--- config.mk ---
export PLATFORM = sky130hd
export DESIGN_NAME = i2s_audio_tx
export DESIGN_NICKNAME = d
export VERILOG_FILES = /design/src/rtl/i2s_audio_tx.sv
export SDC_FILE = /design/constraint.sdc
export NUM_CORES = 1
export LEC_CHECK = 0
export BUFFER_PORTS_ARGS = -buffer_cell sky130_fd_sc_hd__buf_2
export CAP_MARGIN = 20
export CORE_UTILIZATION = 30
export CTS_CLUSTER_DIAMETER = 40
export DETAILED_ROUTE_END_ITERATION = 6
export GPL_TIMING_DRIVEN = 0
export PLACE_DENSITY_LB_ADDON = 0.2
export SLEW_MARGIN = 20
export SYNTH_ARGS = -nofsm -noshare
export SYNTH_HDL_FRONTEND = slang
export SYNTH_SLANG_ARGS = --single-unit
export TNS_END_PERCENT = 50
--- constraint.sdc ---
create_clock -name sCLK_XVXENVS -period 1.8 [get_ports sCLK_XVXENVS]
set_input_delay 0.36 -clock sCLK_XVXENVS [delete_from_list [all_inputs] [get_ports sCLK_XVXENVS]]
set_output_delay 0.36 -clock sCLK_XVXENVS [all_outputs]
set_load 0.02 [all_outputs]
--- src/rtl/i2s_audio_tx.sv ---
// rtl/i2s_audio_tx.sv - I2S (Philips) stereo transmitter with double-buffered sample holding and underrun flag.
// Build option: define I2S_TX_LJ_EN for left-justified output (no one-BCLK data delay).
module i2s_audio_tx #(
  parameter int SAMPLE_WIDTH = 24,
  parameter int SLOT_WIDTH   = 32,
  parameter int BCLK_DIV     = 4
) (
  input  logic                    sCLK_XVXENVS,
  input  logic                    reset_reg_N,
  input  logic                    tx_en,
  input  logic                    sample_valid,
  input  logic [SAMPLE_WIDTH-1:0] lsound_in,
  input  logic [SAMPLE_WIDTH-1:0] rsound_in,
  output logic                    i2s_bclk,
  output logic                    i2s_lrck,
  output logic                    i2s_data,
  output logic                    sample_req,
  output logic                    underrun
);

  localparam int FRAME_W = 2 * SLOT_WIDTH;
  localparam int CNT_W   = $clog2(FRAME_W);
  localparam int DIV_W   = (BCLK_DIV > 1) ? $clog2(BCLK_DIV) : 1;
  localparam int PAD     = SLOT_WIDTH - SAMPLE_WIDTH;

  logic [DIV_W-1:0]        div_cnt;
  logic                    bclk_q;
  logic                    lrck_q;
  logic [CNT_W-1:0]        bit_cnt;
  logic [FRAME_W-1:0]      shift_q;
  logic [SAMPLE_WIDTH-1:0] hold_l;
  logic [SAMPLE_WIDTH-1:0] hold_r;
  logic                    fresh_q;
  logic                    first_q;
  logic                    req_q;
  logic                    urun_q;
`ifndef I2S_TX_LJ_EN
  logic                    dly_q;
`endif

  logic                    tick;
  logic                    fall;
  logic                    frame_start;
  logic [SAMPLE_WIDTH-1:0] load_l;
  logic [SAMPLE_WIDTH-1:0] load_r;
  logic [SLOT_WIDTH-1:0]   slot_l;
  logic [SLOT_WIDTH-1:0]   slot_r;
  logic [CNT_W-1:0]        next_cnt;

  // A strobe landing on the frame-start clock bypasses the holding regs straight into the frame.
  always_comb begin
    tick        = tx_en && (div_cnt == DIV_W'(BCLK_DIV - 1));
    fall        = tick && bclk_q;
    frame_start = fall && (first_q || (bit_cnt == CNT_W'(FRAME_W - 1)));
    load_l      = sample_valid ? lsound_in : hold_l;
    load_r      = sample_valid ? rsound_in : hold_r;
    slot_l      = SLOT_WIDTH'(load_l) << PAD;
    slot_r      = SLOT_WIDTH'(load_r) << PAD;
    next_cnt    = bit_cnt + CNT_W'(1);
  end

  always_ff @(posedge sCLK_XVXENVS or negedge reset_reg_N) begin
    if (!reset_reg_N) begin
      div_cnt <= '0;
      bclk_q  <= 1'b0;
      lrck_q  <= 1'b0;
      bit_cnt <= '0;
      shift_q <= '0;
      hold_l  <= '0;
      hold_r  <= '0;
      fresh_q <= 1'b0;
      first_q <= 1'b1;
      req_q   <= 1'b0;
      urun_q  <= 1'b0;
`ifndef I2S_TX_LJ_EN
      dly_q   <= 1'b0;
`endif
    end else begin
      req_q  <= 1'b0;
      urun_q <= 1'b0;

      if (sample_valid) begin
        hold_l <= lsound_in;
        hold_r <= rsound_in;
      end

      if (frame_start)
        fresh_q <= 1'b0;
      else if (sample_valid)
        fresh_q <= 1'b1;

      if (!tx_en) begin
        div_cnt <= '0;
        bclk_q  <= 1'b0;
        lrck_q  <= 1'b0;
        bit_cnt <= '0;
        shift_q <= '0;
        first_q <= 1'b1;
`ifndef I2S_TX_LJ_EN
        dly_q   <= 1'b0;
`endif
      end else begin
        div_cnt <= tick ? '0 : div_cnt + DIV_W'(1);
        if (tick)
          bclk_q <= ~bclk_q;

        if (fall) begin
          first_q <= 1'b0;
`ifndef I2S_TX_LJ_EN
          dly_q   <= shift_q[FRAME_W-1];
`endif
          if (frame_start) begin
            bit_cnt <= '0;
            lrck_q  <= 1'b0;
            shift_q <= {slot_l, slot_r};
            req_q   <= 1'b1;
            urun_q  <= !fresh_q && !sample_valid;
          end else begin
            bit_cnt <= next_cnt;
            lrck_q  <= (next_cnt >= CNT_W'(SLOT_WIDTH));
            shift_q <= shift_q << 1;
          end
        end
      end
    end
  end

  assign i2s_bclk   = bclk_q;
  assign i2s_lrck   = lrck_q;
  assign sample_req = req_q;
  assign underrun   = urun_q;
`ifdef I2S_TX_LJ_EN
  assign i2s_data   = shift_q[FRAME_W-1];
`else
  assign i2s_data   = dly_q;
`endif

endmodule

==> flow_metrics.py, run 1 <==
metrics = {
    "status": {
        "status": "finished clean",
    },
    "die": {
        "die_w_um": 131,
        "dieArea_um2": 17100,
        "chipHeight_um": 131,
        "initial_core_util_pct": 31.0,
        "rows": 46,
        "pin_count": 57,
        "core_um2": 16100,
    },
    "synthesis": {
        "synth_seq_cells": 119,
        "yosysWarnings": 0,
        "seq_area_frac_synth_pct": 59.8,
        "syn-cell-area_um2": 4980,
        "synth_area_per_cell_um2": 12.2,
        "yosysUniqueCellTypes": 32,
        "syn_nets": 461,
        "netlist_instances": 407,
    },
    "timing": {
        "fin_crit_ns": 1.72,
        "rsz0062_at_grt": "true",
        "maxSlewViolCount": 0,
        "min_period_over_period_pct": 95.6,
        "finalHoldViolCount": 0,
        "setup_ws_ns": 0.0788,
        "timing.fmax_ghz": 0.581,
        "clock_skew_ns": 0.00910,
        "setup_viol": 0,
        "worst_slew_pin_slew_ns": 0.474,
        "hold_ws_ns": 0.205,
        "slew_headroom_pct": 68.4,
        "fin_setup_tns_ns": 0,
    },
    "place": {
        "place.gp.congestion": 0.732,
        "dp.cells": 679,
        "pre_cts_slack_ns": -0.250,
        "dpl_cell_area_um2": 5560,
        "buffer_ports.inserted": 55,
        "dp_hpwl_um": 6700,
    },
    "power": {
        "p_sw_share_pct": 20.6,
        "finalPower_mw": 6.81,
        "vdd_drop_max_mv": 0.656,
        "p_clk_share_pct": 52.2,
        "power_density_nw_per_um2": 1080,
        "leakage_nw": 3.15,
        "p_sw_mw": 1.40,
        "p_int_mw": 5.41,
        "pwr-share-comb_pct": 6.4,
        "p_seq_share_pct": 41.5,
    },
    "finish": {
        "drive_above_1_share_pct": 33.0,
        "layout.nets": 542,
        "design_area_um2": 6280,
        "final_cells": 717,
        "area_growth_pct": 26.1,
        "fin_util_pct": 39.1,
    },
    "global_route": {
        "grt_pass1_wl_um": 16900,
        "antenna_found_initial": 1,
        "grt_pass1_vias": 3306,
        "grt_start_max_net_pins": 79,
        "grt_usage_pct": 13.1,
        "grt_remaining_overflow": 0,
    },
    "cts": {
        "tritoncts": "built",
        "cts_buffer_depth": 2,
        "htreeDepth": 4,
        "clkSinkCount": 119,
        "cts_buffers": 17,
        "root_buffer": "clkbuf_16",
        "worstSkewPairLatency_ns": 0.41,
        "path_clk_slew_ns": 0.06,
    },
    "setup_path": {
        "required_ns": 2.07,
        "cpMaxStageDelayCell": "dfrtp_1",
        "worstPathCellList": "ha_4 > nand3_2 > o21ai_4 > buf_4 > buf_8 > mux2i_2 > o21ai_1",
        "crit_path_end_kind": "flip-flop",
        "worstSetupPathType": "flip-flop to flip-flop",
        "cp_slowest_stage_delay_ns": 0.44,
        "crit_path_max_fanout": 10,
        "cp.arrival_ns": 1.99,
        "start_kind": "flip-flop",
    },
    "route": {
        "via_count": 3219,
        "post_drt_wl_per_cell_um": 14.1,
        "first_pass_iters": 4,
        "via_per_inst": 4.49,
        "ant_nets": 0,
        "drc_errors": 0,
        "wl_um": 10100,
        "drtIter0Drc": 131,
    },
    "flow_run": {
        "cap_violations": 0,
    },
    "hold_path": {
        "hp-class": "primary input to flip-flop",
    },
}
-- per-layer routing --
layer  routed length (um)  GRT usage (%)  vias to the layer above
li1                     -              -                     1582
met1                 4840           17.1                     1566
met2                 4750           20.3                       60
met3                  429           3.79                       11
met4                  124           5.68                        0
met5                    0              0                        -
-- cells in the mapped netlist --
master    number  area [um^2]
nand3_1       14         70.1
nor2b_1        2         12.5
a31oi_1        1         6.26
buf_8          4         60.1
o41ai_1        1         8.76
o21ai_0       15         75.1
mux2i_1       47          470
xor2_1         2         17.5
buf_4          1         7.51
nand3_2        1         10.0
inv_1          2         7.51
ha_1           2         25.0
nand2_1       63          236
and3b_1        1         8.76
and4b_1        1         10.0
a21oi_1        3         15.0
buf_6          1         11.3
a21o_1         2         15.0
or3_1          1         6.26
nand4_1        1         6.26
o211ai_1       1         7.51
dfstp_2        1         26.3
and2_1         2         12.5
mux2_2        48          541
buf_2          8         40.0
o21ai_1       47          235
dfrtp_1      118         2950
a21boi_1       1         7.51
nor2_1         1         3.75
and3_1         2         12.5
o21ai_4        1         16.3
clkbuf_1      12         45.0
-- placed cells by master, fill, tap and decap left out, types with 2 or more instances in the layout --
cell type,count
buf_6,2
and2_1,2
xor2_1,2
a21oi_1,3
o21ai_0,15
buf_2,61
nor2b_1,2
dfrtp_1,118
nand3_2,2
clkbuf_8,3
mux2_2,48
inv_1,2
clkbuf_16,17
nand2_1,63
mux2i_1,45
mux2i_2,2
nand3_1,13
and3_1,2
a21o_1,2
buf_4,5
clkbuf_2,5
o21ai_1,47
buf_8,4
bufinv_16,4
clkinv_2,4
clkbuf_1,8
-- critical path: cells and delay by family (launching register included) --
| family | cells | cell delay (ns) |
|---|---|---|
| mux | 1 | 0.24 |
| simple gates | 1 | 0.12 |
| flops | 1 | 0.44 |
| compound gates | 2 | 0.26 |
| buf+inv | 2 | 0.33 |
| fa+ha+maj | 1 | 0.19 |
-- final cells by class --
class                      instances  area, um^2
antenna                            1        2.50
clock buffer                      22         474
inverter                           2        7.51
fill                            1585        9780
buffer                            26         173
tap                              216         270
clock inverter                     9         148
multi-input combinational        260        1860
timing repair buffer              62         369
sequential                       119        2980
-- cells by family (layout without fill, tap and decap cells) --
group	after synthesis	in the layout	synth area share (%)
mux	95	95	20.3
simple gates	89	89	7.81
compound gates	72	72	7.76
flops	119	119	59.8
buf+inv	28	121	3.44
fa+ha+maj	2	2	0.502
other cells	0	1	0
xor+xnor	2	2	0.352
-- worst paths after layout --
| kind | from | to | slack, ns | depth (start not counted) |
|---|---|---|---|---|
| max | bit_cnt[0] | shift_q[48] | 0.08 | 7 |
| min | lsound_in[21] | hold_l[21] | 0.20 | 2 |
| max reg2reg | bit_cnt[0] | shift_q[48] | 0.08 | 7 |
| min reg2reg | div_cnt[0] | div_cnt[0] | 0.44 | 1 |
| max in group asynchronous | reset_reg_N | shift_q[35] | 0.64 | 3 |
| min in group asynchronous | reset_reg_N | hold_r[4] | 0.45 | 2 |
-- sequential cells by signal (all words and copies together) (netlist names), 2 cells and up --
signal   count
div_cnt      2
hold_r      24
hold_l      24
shift_q     56
bit_cnt      6
-- power by group through the flow --
stage | combinational, mW | clock [mW] | sequential [mW]
final | 0.433 | 3.56 | 2.82
after global routing | 0.493 | 3.76 | 2.84
after CTS | 0.445 | 3.65 | 2.83
after detailed placement | 0.437 | 0 | 2.87
after global placement | 0.420 | 0 | 2.87
after floorplan | 0.255 | 0 | 2.86
-- what timing repair did --
action                     4_1_cts  5_1_grt
resized for setup                4       11
setup endpoints to repair       50       49
hold buffers                     1        0
hold endpoints to repair        40        0
setup buffers                    2        3
pin swaps                        1        0
gates cloned                     0        0
Power figures use the tool's default switching activity.
==> run 2: changes to the inputs <==
--- a/config.mk
+++ b/config.mk
@@ -5,11 +5,11 @@
 export SDC_FILE = /design/constraint.sdc
 export NUM_CORES = 1
 export LEC_CHECK = 0
-export BUFFER_PORTS_ARGS = -buffer_cell sky130_fd_sc_hd__buf_2
 export CAP_MARGIN = 20
 export CORE_UTILIZATION = 30
 export CTS_CLUSTER_DIAMETER = 40
 export DETAILED_ROUTE_END_ITERATION = 6
+export DONT_BUFFER_PORTS = 1
 export GPL_TIMING_DRIVEN = 0
 export PLACE_DENSITY_LB_ADDON = 0.2
 export SLEW_MARGIN = 20
==> flow_metrics.py, run 2 (same netlist as run 1, synthesis figures left out) <==
metrics = {
    "setup_path": {
        "r2r_slack_ns": 0.12,
        "crit_path_max_fanout": 10,
        "crit_end": "shift_q[27]",
        "crit_path_end_kind": "flip-flop",
        "worstPathCellList": "ha_2 > nand3_2 > o21ai_4 > buf_12 > buf_8 > mux2i_1 > o21ai_1",
        "timing.rr.end": "shift_q[27]",
        "cpMaxStageDelayCell": "dfrtp_1",
        "cp.arrival_ns": 1.96,
        "crit_start": "bit_cnt[0]",
        "worstSetupPathType": "flip-flop to flip-flop",
        "start_kind": "flip-flop",
        "reg2regPathDepth": 7,
        "cp_slowest_stage_delay_ns": 0.41,
        "r2r-start": "bit_cnt[0]",
        "required_ns": 2.08,
    },
    "cts": {
        "worstSkewPairLatency_ns": 0.41,
        "tritoncts": "built",
        "cts_buffers": 17,
        "htreeDepth": 4,
        "path_clk_slew_ns": 0.05,
        "clkSinkCount": 119,
        "cts_buffer_depth": 2,
        "root_buffer": "clkbuf_16",
    },
    "finish": {
        "layout.cells.most_common_list": "dfrtp_1 (118), nand2_1 (63), mux2_2 (48)",
        "area_growth_pct": 16.7,
        "design_area_um2": 5810,
        "fin_util_pct": 36.2,
        "largest_reg_flops": 56,
        "drive_above_1_share_pct": 22.9,
        "layout_commonest_cell": "dfrtp_1",
        "top_register": "shift_q",
        "final_cells": 654,
        "fill_cells": 1561,
        "largest_registers": "shift_q (56), hold_l (24), hold_r (24)",
        "layout.nets": 481,
    },
    "route": {
        "via_count": 2991,
        "wl_um": 9920,
        "post_drt_wl_per_cell_um": 15.2,
        "drc_errors": 0,
        "via_per_inst": 4.57,
        "drtIter0Drc": 141,
        "ant_nets": 0,
        "first_pass_iters": 4,
    },
    "global_route": {
        "grt_pass1_wl_um": 16500,
        "antenna_found_initial": 1,
        "grt.met2_usage_pct": 19.3,
        "grt_pass1_vias": 3269,
        "grt_start_max_net_pins": 120,
        "grt_remaining_overflow": 0,
        "grt_usage_pct": 13.0,
        "busiest_layer": "met2",
        "gr-usage-met1_pct": 16.9,
        "use_met3_pct": 4.89,
    },
    "timing": {
        "finalHoldViolCount": 119,
        "clock_skew_ns": 0.00411,
        "min_period_over_period_pct": 93.5,
        "maxSlewViolCount": 0,
        "fin_crit_ns": 1.68,
        "worst_slew_pin_slew_ns": 0.513,
        "setup_ws_ns": 0.117,
        "slew_headroom_pct": 65.8,
        "timing.fmax_ghz": 0.594,
        "hold_ws_ns": -0.352,
        "setup_viol": 0,
    },
    "die": {
        "rows": 46,
        "core_um2": 16100,
        "pin_count": 57,
        "chipHeight_um": 131,
        "dieArea_um2": 17100,
        "die_w_um": 131,
        "initial_core_util_pct": 31.0,
    },
    "status": {
        "status": "finished, violations left",
        "violations": "negative hold slack",
    },
    "power": {
        "p_seq_share_pct": 46.7,
        "vdd_drop_max_mv": 0.644,
        "leakage_nw": 2.84,
        "p_sw_mw": 1.28,
        "p_int_mw": 4.78,
        "pwr-share-comb_pct": 5.2,
        "p_sw_share_pct": 21.1,
        "power_density_nw_per_um2": 1040,
        "finalPower_mw": 6.06,
        "p_clk_share_pct": 48.1,
    },
    "place": {
        "dp_hpwl_um": 6480,
        "buffer_ports.inserted": 0,
        "dp.cells": 623,
        "place.gp.congestion": 0.735,
        "dpl_cell_area_um2": 5250,
        "pre_cts_slack_ns": -0.309,
    },
    "hold_path": {
        "hp-class": "primary input to async pin",
    },
    "flow_run": {
        "cap_violations": 0,
    },
}
==> run 2: changes by cell type in the layout (fill, tap and decap cells not counted), sizes merged <==
cell / delta
clkinv: +1
clkinvlp: -1
buf: -61
clkbuf: +3
bufinv: -4
dlygate4sd3: -1
==> run 2: power by group through the flow <==
stage	registers [mW]	clock network [mW]	logic, mW
global route	2.84	3.11	0.352
global placement	2.87	0	0.310
CTS	2.83	3.01	0.323
detailed placement	2.87	0	0.317
finish	2.83	2.91	0.315
floorplan	2.86	0	0.255
==> run 2: worst min path at each step <==
stage,start,endpoint,slack (ns),depth (start not counted)
after global routing,reset_reg_N,hold_r[6],-0.38,0
after global placement,reset_reg_N,hold_r[4],0.07,0
final,reset_reg_N,i2s_lrck,-0.35,0
after CTS,reset_reg_N,hold_l[23],-0.38,0
after floorplan,reset_reg_N,bit_cnt[0],0.06,0
after detailed placement,reset_reg_N,hold_r[4],0.07,0
==> run 2: per-layer routing <==
metal,part of all wire [%],up-vias,wire (um)
li1,-,1454,-
met1,48,1458,4770
met2,45,64,4490
met3,5.0,15,500
met4,1.6,0,155
met5,0,-,0
==> run 2: critical path: cells and delay by family, from the launching register on <==
family / cells / cell delay [ns]
AOI/OAI and AO/OA: 2 / 0.25
adders and majority gates: 1 / 0.24
buffers and inverters: 2 / 0.30
DFF: 1 / 0.41
muxes: 1 / 0.23
and+or+nand+nor: 1 / 0.12
==> run 2: cell type report <==
| class | instances | area, um^2 | share of cell area [%] |
|---|---|---|---|
| Timing Repair Buffer | 1 | 20.0 | 0.345 |
| Clock inverter | 5 | 25.0 | 0.431 |
| Tap cell | 216 | 270 | 4.65 |
| Buffer | 26 | 173 | 2.97 |
| Sequential cell | 119 | 2980 | 51.3 |
| Inverter | 2 | 7.51 | 0.129 |
| Multi-Input combinational cell | 260 | 1850 | 31.9 |
| Clock buffer | 24 | 482 | 8.29 |
| Antenna cell | 1 | 2.50 | 0.0431 |
==> run 2: repair_timing <==
item | 4_1_cts | 5_1_grt
hold endpoints to repair | 119 | 119
setup endpoints to repair | 50 | 43
pin swaps | 1 | 0
resized for setup | 4 | 9
setup buffers | 1 | 0
==> run 2: through the flow <==
stage	hold WS, ns	setup TNS (ns)
after floorplan	0.0644	0
after detailed placement	0.0693	-10.25
after global placement	0.0693	-8.38
after global routing	-0.378	-0.00225
after CTS	-0.378	0
final	-0.352	0
